--- src/rtl/game_pkg.sv ---
// Shared game definitions for the alien update scheduler: op encodings,
// level-to-period mapping, slot count and scheduler state type.
package game_pkg;

    localparam int ALIEN_SLOTS = 8;

    localparam logic [1:0] OP_NONE  = 2'b00;
    localparam logic [1:0] OP_MOVE  = 2'b01;
    localparam logic [1:0] OP_SPAWN = 2'b10;

    localparam logic [3:0] PERIOD_L0 = 4'd8;
    localparam logic [3:0] PERIOD_L1 = 4'd6;
    localparam logic [3:0] PERIOD_L2 = 4'd4;
    localparam logic [3:0] PERIOD_L3 = 4'd2;

    typedef enum logic [1:0] {
        ST_IDLE,
        ST_SCAN,
        ST_ISSUE,
        ST_WAIT
    } sched_state_e;

    // Number of frames between move frames for a given difficulty level.
    function automatic logic [3:0] level_period(input logic [1:0] lvl);
        logic [3:0] p;
        case (lvl)
            2'd0:    p = PERIOD_L0;
            2'd1:    p = PERIOD_L1;
            2'd2:    p = PERIOD_L2;
            default: p = PERIOD_L3;
        endcase
        return p;
    endfunction

endpackage

--- src/rtl/alien_update_scheduler_level_pacer.sv ---
// Frame pacing counters: decides on each accepted frame tick whether this
// frame moves aliens and whether a spawn may be offered.
module level_pacer
    import game_pkg::*;
#(
    parameter int SPAWN_FRAMES = 60
) (
    input  logic       clk_25mhz,
    input  logic       reset,
    input  logic       i_tick,
    input  logic [1:0] i_level,
    input  logic       i_spawn_taken,
    output logic       o_move_frame,
    output logic       o_spawn_ok
);

    localparam int CW = (SPAWN_FRAMES > 1) ? $clog2(SPAWN_FRAMES + 1) : 1;
    localparam logic [CW-1:0] SPAWN_RELOAD = CW'(SPAWN_FRAMES - 1);

    logic [3:0]    r_move_ctr;
    logic [CW-1:0] r_spawn_ctr;
    logic          r_move_frame;
    logic          r_spawn_ok;
    logic          w_move_now;
    logic          w_spawn_now;

    assign w_move_now  = (r_move_ctr == 4'd0);
    assign w_spawn_now = (r_spawn_ctr == '0);

    // Latch frame flags and step both counters on a tick; a taken spawn reloads the spawn gap.
    always_ff @(posedge clk_25mhz or negedge reset) begin
        if (!reset) begin
            r_move_ctr   <= 4'd0;
            r_spawn_ctr  <= '0;
            r_move_frame <= 1'b0;
            r_spawn_ok   <= 1'b0;
        end else if (i_tick) begin
            r_move_frame <= w_move_now;
            r_move_ctr   <= w_move_now ? (level_period(i_level) - 4'd1)
                                       : (r_move_ctr - 4'd1);
            r_spawn_ok   <= w_spawn_now;
            if (!w_spawn_now) begin
                r_spawn_ctr <= r_spawn_ctr - CW'(1);
            end
        end else if (i_spawn_taken) begin
            r_spawn_ctr <= SPAWN_RELOAD;
            r_spawn_ok  <= 1'b0;
        end
    end

    assign o_move_frame = r_move_frame;
    assign o_spawn_ok   = r_spawn_ok;

endmodule

--- src/rtl/alien_update_scheduler.sv ---
// Per-frame scheduler that walks the alien slots after each vblank tick and
// hands MOVE/SPAWN operations to the shared update engine one at a time.
module alien_update_scheduler
    import game_pkg::*;
#(
    parameter int NUM_ALIENS   = ALIEN_SLOTS,
    parameter int SPAWN_FRAMES = 60,
    localparam int SW = (NUM_ALIENS > 1) ? $clog2(NUM_ALIENS) : 1
) (
    input  logic                  clk_25mhz,
    input  logic                  reset,
    input  logic                  frame_tick,
    input  logic                  game_over,
    input  logic [1:0]            level,
    input  logic [NUM_ALIENS-1:0] alien_alive,
    output logic                  upd_valid,
    output logic [SW-1:0]         upd_slot,
    output logic [1:0]            upd_op,
    input  logic                  upd_ready,
    input  logic                  upd_done,
    output logic                  frame_busy,
    output logic                  overrun
);

    localparam logic [SW-1:0] LAST_SLOT = SW'(NUM_ALIENS - 1);

    sched_state_e  r_state;
    logic [SW-1:0] r_idx;
    logic          r_valid;
    logic [SW-1:0] r_slot;
    logic [1:0]    r_op;
    logic          r_busy;
    logic          r_overrun;

    sched_state_e  w_state;
    logic [SW-1:0] w_idx;
    logic          w_valid;
    logic [SW-1:0] w_slot;
    logic [1:0]    w_op;
    logic          w_busy;
    logic          w_overrun;
    logic          w_tick_accept;
    logic          w_spawn_taken;
    logic          w_move_frame;
    logic          w_spawn_ok;
    logic          w_last;

    level_pacer #(
        .SPAWN_FRAMES(SPAWN_FRAMES)
    ) u_pacer (
        .clk_25mhz    (clk_25mhz),
        .reset        (reset),
        .i_tick       (w_tick_accept),
        .i_level      (level),
        .i_spawn_taken(w_spawn_taken),
        .o_move_frame (w_move_frame),
        .o_spawn_ok   (w_spawn_ok)
    );

    assign w_last = (r_idx == LAST_SLOT);

    // Register the FSM state and every output so the engine sees glitch-free requests.
    always_ff @(posedge clk_25mhz or negedge reset) begin
        if (!reset) begin
            r_state   <= ST_IDLE;
            r_idx     <= '0;
            r_valid   <= 1'b0;
            r_slot    <= '0;
            r_op      <= OP_NONE;
            r_busy    <= 1'b0;
            r_overrun <= 1'b0;
        end else begin
            r_state   <= w_state;
            r_idx     <= w_idx;
            r_valid   <= w_valid;
            r_slot    <= w_slot;
            r_op      <= w_op;
            r_busy    <= w_busy;
            r_overrun <= w_overrun;
        end
    end

    // Next-state logic: scan slots, issue one op per eligible slot, wait for the engine.
    always_comb begin
        w_state       = r_state;
        w_idx         = r_idx;
        w_valid       = r_valid;
        w_slot        = r_slot;
        w_op          = r_op;
        w_overrun     = r_overrun;
        w_tick_accept = 1'b0;
        w_spawn_taken = 1'b0;

        if (frame_tick && (r_state != ST_IDLE)) begin
            w_overrun = 1'b1;
        end

        case (r_state)
            ST_IDLE: begin
                if (frame_tick && !game_over) begin
                    w_tick_accept = 1'b1;
                    w_idx         = '0;
                    w_state       = ST_SCAN;
                end
            end
            ST_SCAN: begin
                if (alien_alive[r_idx] && w_move_frame) begin
                    w_valid = 1'b1;
                    w_slot  = r_idx;
                    w_op    = OP_MOVE;
                    w_state = ST_ISSUE;
                end else if (!alien_alive[r_idx] && w_spawn_ok) begin
                    w_valid = 1'b1;
                    w_slot  = r_idx;
                    w_op    = OP_SPAWN;
                    w_state = ST_ISSUE;
                end else if (w_last) begin
                    w_state = ST_IDLE;
                end else begin
                    w_idx = r_idx + SW'(1);
                end
            end
            ST_ISSUE: begin
                if (r_valid && upd_ready) begin
                    w_valid       = 1'b0;
                    w_op          = OP_NONE;
                    w_spawn_taken = (r_op == OP_SPAWN);
                    w_state       = ST_WAIT;
                end
            end
            ST_WAIT: begin
                if (upd_done) begin
                    if (w_last) begin
                        w_state = ST_IDLE;
                    end else begin
                        w_idx   = r_idx + SW'(1);
                        w_state = ST_SCAN;
                    end
                end
            end
            default: begin
                w_state = ST_IDLE;
            end
        endcase

        w_busy = (w_state != ST_IDLE);
    end

    assign upd_valid  = r_valid;
    assign upd_slot   = r_slot;
    assign upd_op     = r_op;
    assign frame_busy = r_busy;
    assign overrun    = r_overrun;

endmodule

--- config.mk ---
export PLATFORM = sky130hd
export DESIGN_NAME = alien_update_scheduler
export DESIGN_NICKNAME = d
export VERILOG_FILES = /design/src/rtl/game_pkg.sv /design/src/rtl/alien_update_scheduler_level_pacer.sv /design/src/rtl/alien_update_scheduler.sv
export SDC_FILE = /design/constraint.sdc
export NUM_CORES = 1
export LEC_CHECK = 0
export BUFFER_PORTS_ARGS = -buffer_cell sky130_fd_sc_hd__buf_2
export CAP_MARGIN = 10
export CORE_MARGIN = 8
export CORE_UTILIZATION = 56
export DETAILED_ROUTE_END_ITERATION = 10
export PLACE_DENSITY_LB_ADDON = 0.2
export SYNTH_ARGS = -nofsm -noshare
export SYNTH_HDL_FRONTEND = slang
export SYNTH_SLANG_ARGS = --single-unit
--- constraint.sdc ---
create_clock -name clk_25mhz -period 2.4 [get_ports clk_25mhz]
set_clock_uncertainty 0.15 [all_clocks]
set_input_delay 0.48 -clock clk_25mhz [delete_from_list [all_inputs] [get_ports clk_25mhz]]
set_output_delay 0.48 -clock clk_25mhz [all_outputs]
set_load 0.05 [all_outputs]
; Word-level counts from Yosys, hierarchy flattened
; Cells that the tools add are included.
[totals]
ff_bits = 25
in_bits = 16
output_inout_bits = 8
[op_classes]
add_sub_neg = 4
magnitude_cmp = 1
eq_ne = 14
mux = 38
reduce_logical = 21
[ops]
columns = operator, n
row1 = 2-to-1 mux 3 bit, 7
row2 = 2-to-1 mux 2 bit, 9
row3 = 2-to-1 mux 6 bit, 3
row4 = "!= test 2 bit, second input constant", 6
row5 = one-hot mux 4 bit (3 select lines), 1
row6 = 2-to-1 mux 1 bit, 11
row7 = nonzero test 2 bit, 5
row8 = one-hot mux 3 bit (3 select lines), 1
row9 = "== test 2 bit, second input constant", 4
row10 = 2-to-1 mux 4 bit, 2
row11 = one-hot mux 2 bit (4 select lines), 1
row12 = "subtractor 4 x 1 -> 4 bit, second input constant", 2
row13 = logical NOT 6 bit, 1
row14 = "subtractor 6 x 1 -> 6 bit, second input constant", 1
row15 = logical AND 1 bit, 5
row16 = AND reduction 5 bit, 1
row17 = "== test 2 x 1 -> 1 bit, second input constant", 2
row18 = logical NOT 2 bit, 2
row19 = logical NOT 4 bit, 1
row20 = "less-than comparator 3 x 4 -> 1 bit, second input constant", 1
row21 = one-hot mux 2 bit (2 select lines), 1
row22 = AND reduction 2 bit, 2
row23 = "adder 3 x 1 -> 3 bit, second input constant", 1
row24 = binary-select mux 1 bit (select 3 bit), 1
row25 = other kinds (6), 7

; Depth between registers and ports, before layout
; Gate-level depths: netlist (run 1).
[depth]
ltp_word = 8
mapped_depth = 8
ltp_nobuf = 8

; Hierarchy
; A second synthesis (run 1) with hierarchy kept.
[unflattened]
cells_unflattened = 155
area_unflattened_um2 = 1522.7
[by_module_without_submodules]
columns = module, instances, cells_each, area_each_um2, seq_area_each_um2
row1 = alien_update_scheduler, 1, 79, 808.3, 325.3
row2 = level_pacer, 1, 76, 714.4, 300.3

; Worst setup path after synthesis (run 1)
; No wires, ideal clock.
[synth_timing]
kind = input-to-reg
from = in alien_alive[5]
to = reg r_slot[0], in the netlist upd_slot[0]
setup_time_ns = 0.128
t_arrival_ns = 1.864
required_ns = 2.122
slack_ns = 0.259
cell_stages = 4
n_path_buf = 0
path_cell_list = mux4_2 -> mux2_2 -> mux2i_2 -> mux2_1
[synth_via]
elab_chain_len = 6
elab_cells_between_ends = 8
classes_between = mux: 3 / reduce/logical: 5
[synth_lines]
columns = element, line
row1 = "start, declared", alien_update_scheduler.sv:15  ; input logic [NUM_ALIENS-1:0] alien_alive,
row2 = binary-select mux 1 bit (select 3 bit) (*), "alien_update_scheduler.sv:107, alien_update_scheduler.sv:112"
row3 = 2-to-1 mux 1 bit (implied by the code) (*), "alien_update_scheduler.sv:107, alien_update_scheduler.sv:112"
row4 = logical NOT 1 bit, alien_update_scheduler.sv:112  ; end else if (!alien_alive[r_idx] && w_spawn_ok) begin
row5 = logical AND 1 bit, alien_update_scheduler.sv:112
row6 = nonzero test 2 bit (no line), n/a
row7 = AND reduction 2 bit (no line), n/a
row8 = "end signal, assigned", alien_update_scheduler.sv:76  ; r_slot <= w_slot;
row9 = "end, declared", alien_update_scheduler.sv:30  ; logic [SW-1:0] r_slot;
; Every way passes the cells marked *; elsewhere a longest branch is shown, timed or not. The select of a mux whose other input is x is not followed.
; A chain may end at the register's enable or synchronous reset.

; Worst setup path in the final report (run 1)
[layout_timing]
from = reg r_idx[0]
to = reg r_slot[2], in the netlist upd_slot[2]
[layout_via]
elab_chain_len = 6
elab_cells_between_ends = 8
classes_between = mux: 3 / reduce/logical: 5
[layout_lines]
columns = element, line
row1 = "start, declared", alien_update_scheduler.sv:28  ; logic [SW-1:0] r_idx;
row2 = "start signal, assigned", alien_update_scheduler.sv:74  ; r_idx <= w_idx;
row3 = binary-select mux 1 bit (select 3 bit) (*), "alien_update_scheduler.sv:107, alien_update_scheduler.sv:112"
row4 = 2-to-1 mux 1 bit (implied by the code) (*), "alien_update_scheduler.sv:107, alien_update_scheduler.sv:112"
row5 = logical NOT 1 bit, alien_update_scheduler.sv:112
row6 = logical AND 1 bit, alien_update_scheduler.sv:112
row7 = nonzero test 2 bit (no line), n/a
row8 = AND reduction 2 bit (no line), n/a
; Marked as above.

==> flow_metrics.env, run 1 <==
export IMPL_fp_dieH_um=70.0
export IMPL_cts_htree_levels=1
export IMPL_grt_antenna_before_repair=0
export IMPL_final_layout_size_suffix_gt1_frac=0.241
export IMPL_synth_seq_cells=25
export IMPL_cts_path_max_buffers=2
export IMPL_setup_violations_final=0
export IMPL_timing_max_slew_rel_slack=0.609
export IMPL_synth_distinct_cells=48
export IMPL_worst_ep_required_time_ps=2460
export IMPL_tritoncts="yes"
export IMPL_gr_usage_all_layers=0.141
export IMPL_worst_hold_path_type="input pin to asynchronous set/reset pin"
export IMPL_clock_root_buffer="sky130_fd_sc_hd__clkbuf_4"
export IMPL_drtIter0Drc=52
export IMPL_post_cts_setup_buffers=0
export IMPL_crit_arrival_ps=2310
export IMPL_vias_per_cell=6.11
export IMPL_route_antenna_remaining_nets=0
export IMPL_placement_rows=19
export IMPL_drv_slew=0
export IMPL_synth_yosys_seq_area_share=0.383
export IMPL_status="finished with violations"
export IMPL_finalSetupTns_ps=0
export IMPL_yosys_most_used_dff="sky130_fd_sc_hd__dfrtp_1"
export IMPL_cts_buffer_count=3
export IMPL_tightestPinTransition_ps=582
export IMPL_cts_hold_buf=0
export IMPL_failed_checks="negative hold slack"
export IMPL_placeableCoreArea_mm2=0.00276
export IMPL_fin_nets=215
export IMPL_power_total_uw=2140
export IMPL_rsz0062_at_grt="false"
export IMPL_timing_final_hold_violations=18
export IMPL_synth_edf_count=0
export IMPL_mostFrequentLayoutCell="sky130_fd_sc_hd__dfrtp_1"
export IMPL_worstSetupPathType="register to register"
export IMPL_fin_worst_hold_slack_ps=-10.8
export IMPL_total_of_max_cap_violations=0
export IMPL_detail_route_drc_violations=0
export IMPL_crit_path_start_kind="register"
export IMPL_most_frequent_cells_in_the_layout="25 x sky130_fd_sc_hd__dfrtp_1, 23 x sky130_fd_sc_hd__buf_2, 18 x sky130_fd_sc_hd__nand2_1, 12 x sky130_fd_sc_hd__inv_1"
export IMPL_power_per_cell_area_mw_per_mm2=1180
export IMPL_route_final_wire_length_um=3470
export IMPL_path_max_fanout=5
export IMPL_antenna_diode_count=0
export IMPL_synth_async_sr_flop_share=1.00
export IMPL_detail_route_wl_per_cell_um=15.6
export IMPL_design_portCount=24
export IMPL_die_area_mm2=0.00490
export IMPL_final_fill_count=229
export IMPL_post_synth_cell_area_avg_um2=9.78
export IMPL_worst_skew_pair_latency_ps=310
export IMPL_timing_fmax_mhz=445
export IMPL_global_route_overflow=0
export IMPL_post_synth_inst_count=167
export IMPL_dieWidth_um=70.0
export IMPL_maximum_number_of_pins_on_one_net_before_global_route_repair=26
export IMPL_synth_warning_count=0
export IMPL_postSynthNetCount=190
export IMPL_vdd_drop_max_uv=819
export IMPL_grt_pass1_wl_um=5980
export IMPL_clock_pin_slew_on_the_worst_setup_and_hold_paths_ps=140
export IMPL_vias_in_the_first_global_route=1338
export IMPL_layout_min_cycle_time_ps=2250
export IMPL_area_growth_syn_to_layout_pct=10.8
export IMPL_synth_cell_area_mm2=0.00163
export IMPL_power_leakage_uw=0.000868
export IMPL_start_util=0.593
export IMPL_detailedPlacementHpwl_um=2710
export IMPL_ctsResizeCount=0
export IMPL_drt_pre_antenna_iters=4
export IMPL_route_vias_total=1356
export IMPL_finalCritPeriodShare=0.936
export IMPL_port_buffers=23
export IMPL_clock_sink_count=25
export IMPL_gp_congestion=0.786
export IMPL_cp_capture_type="register"
registers in the layout, indices dropped and copies added, names as in the netlist:
name	count
u_pacer.r_spawn_ctr	6
upd_op	2
upd_slot	3
overrun	1
u_pacer.o_spawn_ok	1
u_pacer.r_move_ctr	4
upd_valid	1
u_pacer.o_move_frame	1
r_idx	3
frame_busy	1
r_state	2
per-stage QoR:
step	util	setup WS (ps)	instance area [µm²]	hold WS, ps	instances
3_3_place_gp	0.647	150	1780	296	218
4_1_cts	0.657	164	1810	0.603	222
2_1_floorplan	-	259	1630	34.4	167
6_report	0.657	154	1810	-10.8	222
3_5_place_dp	0.647	109	1780	299	218
5_1_grt	0.657	44.7	1810	5.53	222
where the power goes:
group	leakage, µW	total, µW	internal, µW	switching, µW
logic	0.000538	1160	491	674
clock network	0.0000177	186	62.2	124
registers	0.000312	793	596	197
total	0.000868	2140	1150	995
cell usage after synthesis, types with 4 or more instances:
cell type,count,area [µm²]
sky130_fd_sc_hd__dfrtp_1,25,626
sky130_fd_sc_hd__nand2_1,18,67.6
sky130_fd_sc_hd__inv_1,12,45.0
sky130_fd_sc_hd__ha_1,7,87.6
sky130_fd_sc_hd__nor2b_1,7,43.8
sky130_fd_sc_hd__o21ai_0,7,35.0
sky130_fd_sc_hd__a21oi_1,6,30.0
sky130_fd_sc_hd__clkbuf_1,6,22.5
sky130_fd_sc_hd__o31ai_1,6,45.0
sky130_fd_sc_hd__nand3_1,5,25.0
sky130_fd_sc_hd__nor2_1,5,18.8
sky130_fd_sc_hd__a21o_1,4,30.0
sky130_fd_sc_hd__mux2i_1,4,40.0
sky130_fd_sc_hd__nand2b_1,4,25.0
worst max-delay path: stages (launching register included):
cell and delay, ps:
sky130_fd_sc_hd__dfrtp_1 500, sky130_fd_sc_hd__mux4_2 530, sky130_fd_sc_hd__mux2_2 300, sky130_fd_sc_hd__mux2i_2 300, sky130_fd_sc_hd__mux2_1 360
routing by layer:
layer | global-route usage | share of wire | wire length [µm] | vias up
li1 | - | - | - | 653
met1 | 0.167 | 0.44 | 1520 | 672
met2 | 0.249 | 0.52 | 1790 | 29
met3 | 0.0282 | 0.041 | 142 | 2
met4 | 0.0424 | 0.0040 | 14 | 0
met5 | 0 | 0 | 0 | -
logic make-up after synthesis:
kind of cell,after synthesis,share of synthesized area
xor gates and xnor gates,2,0.0107
DFF,25,0.383
muxes,13,0.102
and+or+nand+nor,59,0.221
adders and majority gates,7,0.0536
AOI/OAI and AO/OA,40,0.172
buffers and inverters,21,0.0582
path summary, 6_finish.rpt:
| path | slack [ps] | startpoint | to | cells past startpoint |
|---|---|---|---|---|
| worst min register to register | 330 | overrun | overrun | 1 |
| worst min-delay path | -10 | reset | u_pacer.r_spawn_ctr[3] | 1 |
| worst max-delay path | 150 | r_idx[0] | upd_slot[2] | 4 |
| max in group asynchronous | 1730 | reset | upd_op[1] | 1 |
| worst max register to register | 150 | r_idx[0] | upd_slot[2] | 4 |
| min in group clk_25mhz | 300 | frame_tick | overrun | 3 |
final cells by class:
| cell class | count | area, µm² | share of cell area |
|---|---|---|---|
| Multi-Input combinational cell | 121 | 913 | 0.504 |
| Sequential cell | 25 | 626 | 0.346 |
| Clock buffer | 3 | 22.5 | 0.0124 |
| Inverter | 12 | 45.0 | 0.0249 |
| Clock inverter | 1 | 5.00 | 0.00276 |
| Tap cell | 31 | 38.8 | 0.0214 |
| Timing Repair Buffer | 29 | 160 | 0.0885 |
Note: power is estimated with default switching activity, not from simulation.
==> run 2: changes to the inputs <==
--- a/config.mk
+++ b/config.mk
@@ -13,4 +13,5 @@
 export PLACE_DENSITY_LB_ADDON = 0.2
 export SYNTH_ARGS = -nofsm -noshare
 export SYNTH_HDL_FRONTEND = slang
+export SYNTH_HIERARCHICAL = 1
 export SYNTH_SLANG_ARGS = --single-unit
==> flow_metrics.env, run 2 <==
export IMPL_design_portCount=24
export IMPL_detail_route_wl_per_cell_um=14.5
export IMPL_synth_xor_xnor_area_share=0.00575
export IMPL_seqPwrFrac=0.388
export IMPL_reg_top3="u_pacer/r_spawn_ctr: 6 flops, u_pacer/r_move_ctr: 4 flops"
export IMPL_timing_max_slew_rel_slack=0.638
export IMPL_dieWidth_um=68.1
export IMPL_yosys_most_used_dff="sky130_fd_sc_hd__dfrtp_1"
export IMPL_rsz0062_at_grt="false"
export IMPL_combined_area_of_the_multi_input_logic_cells_um2=826
export IMPL_mostFrequentLayoutCell="sky130_fd_sc_hd__dfrtp_1"
export IMPL_detailedPlacementHpwl_um=2460
export IMPL_synth_warning_count=6
export IMPL_critical_path_cell_chain="mux2i_1 -> mux4_2 -> mux2i_4 -> nor2_4 -> mux2_4"
export IMPL_drt_pre_antenna_iters=4
export IMPL_route_final_wire_length_um=3090
export IMPL_final_layout_size_suffix_gt1_frac=0.247
export IMPL_post_synth_inst_count=155
export IMPL_cts_path_max_buffers=2
export IMPL_cp_capture_type="register"
export IMPL_worst_hold_path_type="input pin to register"
export IMPL_synthAdderAreaFrac=0.0657
export IMPL_grt_antenna_before_repair=0
export IMPL_status="complete, no violations"
export IMPL_timing_final_hold_violations=0
export IMPL_pwr_share_clk=0.093
export IMPL_synth_edf_count=0
export IMPL_post_cts_setup_buffers=0
export IMPL_total_switching_power_uw=908
export IMPL_grt_pass1_wl_um=5120
export IMPL_synth_yosys_seq_area_share=0.411
export IMPL_top_register="u_pacer/r_spawn_ctr"
export IMPL_synth_async_sr_flop_share=1.00
export IMPL_dpl_cell_count=208
export IMPL_final_cells=213
export IMPL_timing_fmax_mhz=440
export IMPL_path_max_fanout=8
export IMPL_area_growth_syn_to_layout_pct=12.7
export IMPL_synth_top_family_by_area="simple AND/OR/NAND/NOR gates"
export IMPL_timing_critical_path_buf_inv=0
export IMPL_route_vias_total=1245
export IMPL_synth_seq_cells=25
export IMPL_worstSetupPathType="register to register"
export IMPL_total_of_max_cap_violations=0
export IMPL_comb_power_share=0.519
export IMPL_die_area_mm2=0.00464
export IMPL_synthSimpleGateAreaFrac=0.192
export IMPL_power_per_cell_area_mw_per_mm2=1160
export IMPL_netlist_area_leader_share=0.411
export IMPL_placeableCoreArea_mm2=0.00266
export IMPL_crit_arrival_ps=2340
export IMPL_global_route_overflow=0
export IMPL_most_frequent_cells_in_the_layout="24 x sky130_fd_sc_hd__dfrtp_1, 23 x sky130_fd_sc_hd__buf_2, 16 x sky130_fd_sc_hd__nor2_1, 13 x sky130_fd_sc_hd__inv_1, 11 x sky130_fd_sc_hd__o21ai_0"
export IMPL_fin_nets=207
export IMPL_start_util=0.572
export IMPL_maximum_number_of_pins_on_one_net_before_global_route_repair=26
export IMPL_swShare=0.457
export IMPL_worst_skew_pair_latency_ps=310
export IMPL_cp_slowest_cell="sky130_fd_sc_hd__mux4_2"
export IMPL_setup_violations_final=0
export IMPL_power_leakage_uw=0.000787
export IMPL_clock_root_buffer="sky130_fd_sc_hd__clkbuf_4"
export IMPL_vias_in_the_first_global_route=1246
export IMPL_synth_distinct_cells=47
export IMPL_postSynthNetCount=179
export IMPL_largest_register_ffs=6
export IMPL_critical_path_top_delay_family="multiplexers"
export IMPL_crit_path_start_kind="register"
export IMPL_clock_pin_slew_on_the_worst_setup_and_hold_paths_ps=140
export IMPL_fp_dieH_um=68.1
export IMPL_post_synth_cell_area_avg_um2=9.82
export IMPL_post_synth_main_area_contributors="sky130_fd_sc_hd__dfrtp_1 41%, sky130_fd_sc_hd__ha_1 6.6%, sky130_fd_sc_hd__nor2_1 3.9%, sky130_fd_sc_hd__o21ai_0 3.6%, sky130_fd_sc_hd__mux2i_1 3.3%"
export IMPL_area_sequential_um2=627
export IMPL_tightestPinTransition_ps=543
export IMPL_synth_cells_most_frequent="25 x sky130_fd_sc_hd__dfrtp_1, 16 x sky130_fd_sc_hd__nor2_1, 13 x sky130_fd_sc_hd__inv_1, 11 x sky130_fd_sc_hd__o21ai_0"
export IMPL_finalSetupTns_ps=0
export IMPL_largest_area_contributor_in_the_netlist="sky130_fd_sc_hd__dfrtp_1"
export IMPL_critical_path_max_stage_delay_ps=590
export IMPL_synth_cell_area_mm2=0.00152
export IMPL_synth_compound_gate_area_share=0.179
export IMPL_vdd_drop_max_uv=789
export IMPL_cts_htree_levels=1
export IMPL_drv_slew=0
export IMPL_drtIter0Drc=58
export IMPL_rrSetupSlack_ps=130
export IMPL_worst_ep_required_time_ps=2460
export IMPL_yosys_cell_count_top_type="sky130_fd_sc_hd__dfrtp_1"
export IMPL_placement_rows=19
export IMPL_gp_congestion=0.879
export IMPL_gr_usage_all_layers=0.140
export IMPL_synth_mux_area_fraction=0.0994
export IMPL_layout_min_cycle_time_ps=2270
export IMPL_detail_route_drc_violations=0
export IMPL_vias_per_cell=5.85
export IMPL_finalCritPeriodShare=0.947
export IMPL_port_buffers=23
export IMPL_final_fill_count=230
export IMPL_clock_sink_count=25
export IMPL_cts_buffer_count=3
export IMPL_tritoncts="yes"
export IMPL_cell_internal_power_uw=1080
export IMPL_antenna_diode_count=0
export IMPL_route_antenna_remaining_nets=0
-- run 2: cell types whose count changed after synthesis, moves of 4 or more --
| cell | change |
|---|---|
| sky130_fd_sc_hd__nor2b_1 | -4 |
| sky130_fd_sc_hd__nor2_1 | +11 |
| sky130_fd_sc_hd__nand2_1 | -10 |
| sky130_fd_sc_hd__o21ai_0 | +4 |
-- run 2: cell families after synthesis --
logic type / after synthesis
AO/OA/AOI/OAI: 41
XOR/XNOR: 1
adder cells (fa/ha/maj): 8
buffers and inverters: 17
flip-flops: 25
multiplexers: 11
AND/OR/NAND/NOR: 52
-- run 2: power by group through the flow --
stage	Combinational [µW]	Sequential (µW)	Clock, µW
finish	1030	770	185
global route	1140	793	203
CTS	1040	765	192
detailed placement	1030	774	0
global placement	994	767	0
floorplan	709	867	0
-- run 2: metrics by stage --
step / hold WS [ps] / instance area, µm² / worst slack (ps) / util / total power (µW)
floorplan: 34.4 / 1520 / 241 / - / 1580
global placement: 301 / 1680 / 157 / 0.630 / 1760
detailed placement: 303 / 1680 / 85.1 / 0.630 / 1800
CTS: 262 / 1710 / 56.2 / 0.644 / 1990
global route: 283 / 1720 / 43.0 / 0.644 / 2140
finish: 276 / 1720 / 126 / 0.644 / 1990
-- run 2: final cells by class --
type / count / share of cell area
Inverter: 13 / 0.0284
Clock buffer: 3 / 0.0131
Sequential cell: 25 / 0.365
Multi-Input combinational cell: 113 / 0.481
Timing Repair Buffer: 27 / 0.0861
Clock inverter: 1 / 0.00292
Tap cell: 31 / 0.0226
-- run 2: tightest hold or removal path, cell delays in order --
cell and delay, ps:
sky130_fd_sc_hd__buf_2 100, sky130_fd_sc_hd__o21ai_0 70, sky130_fd_sc_hd__nand2b_1 60
-- run 2: path summary, 6_finish.rpt --
check | startpoint | to | cells after the start
min in group asynchronous | reset | r_idx[0] | 2
max reg2reg | r_idx[0] | upd_slot[2] | 5
max | r_idx[0] | upd_slot[2] | 5
min | frame_tick | overrun | 3
max in group asynchronous | reset | r_idx[0] | 2
min reg2reg | overrun | overrun | 1
-- run 2: timing repair --
| action | CTS | global route |
|---|---|---|
| setup endpoints to repair | 0 | 3 |
| gates resized for setup | 0 | 1 |
| hold endpoints to repair | 25 | 0 |
| hold buffers | 1 | 0 |
-- run 2: routing by layer --
layer | vias to the layer above | share of wire | wire length [µm] | GRT usage
met3 | 4 | 0.053 | 163 | 0.0229
met5 | - | 0 | 0 | 0
met2 | 25 | 0.51 | 1570 | 0.254
met4 | 0 | 0.013 | 41 | 0.0588
li1 | 614 | - | - | -
met1 | 602 | 0.43 | 1320 | 0.159
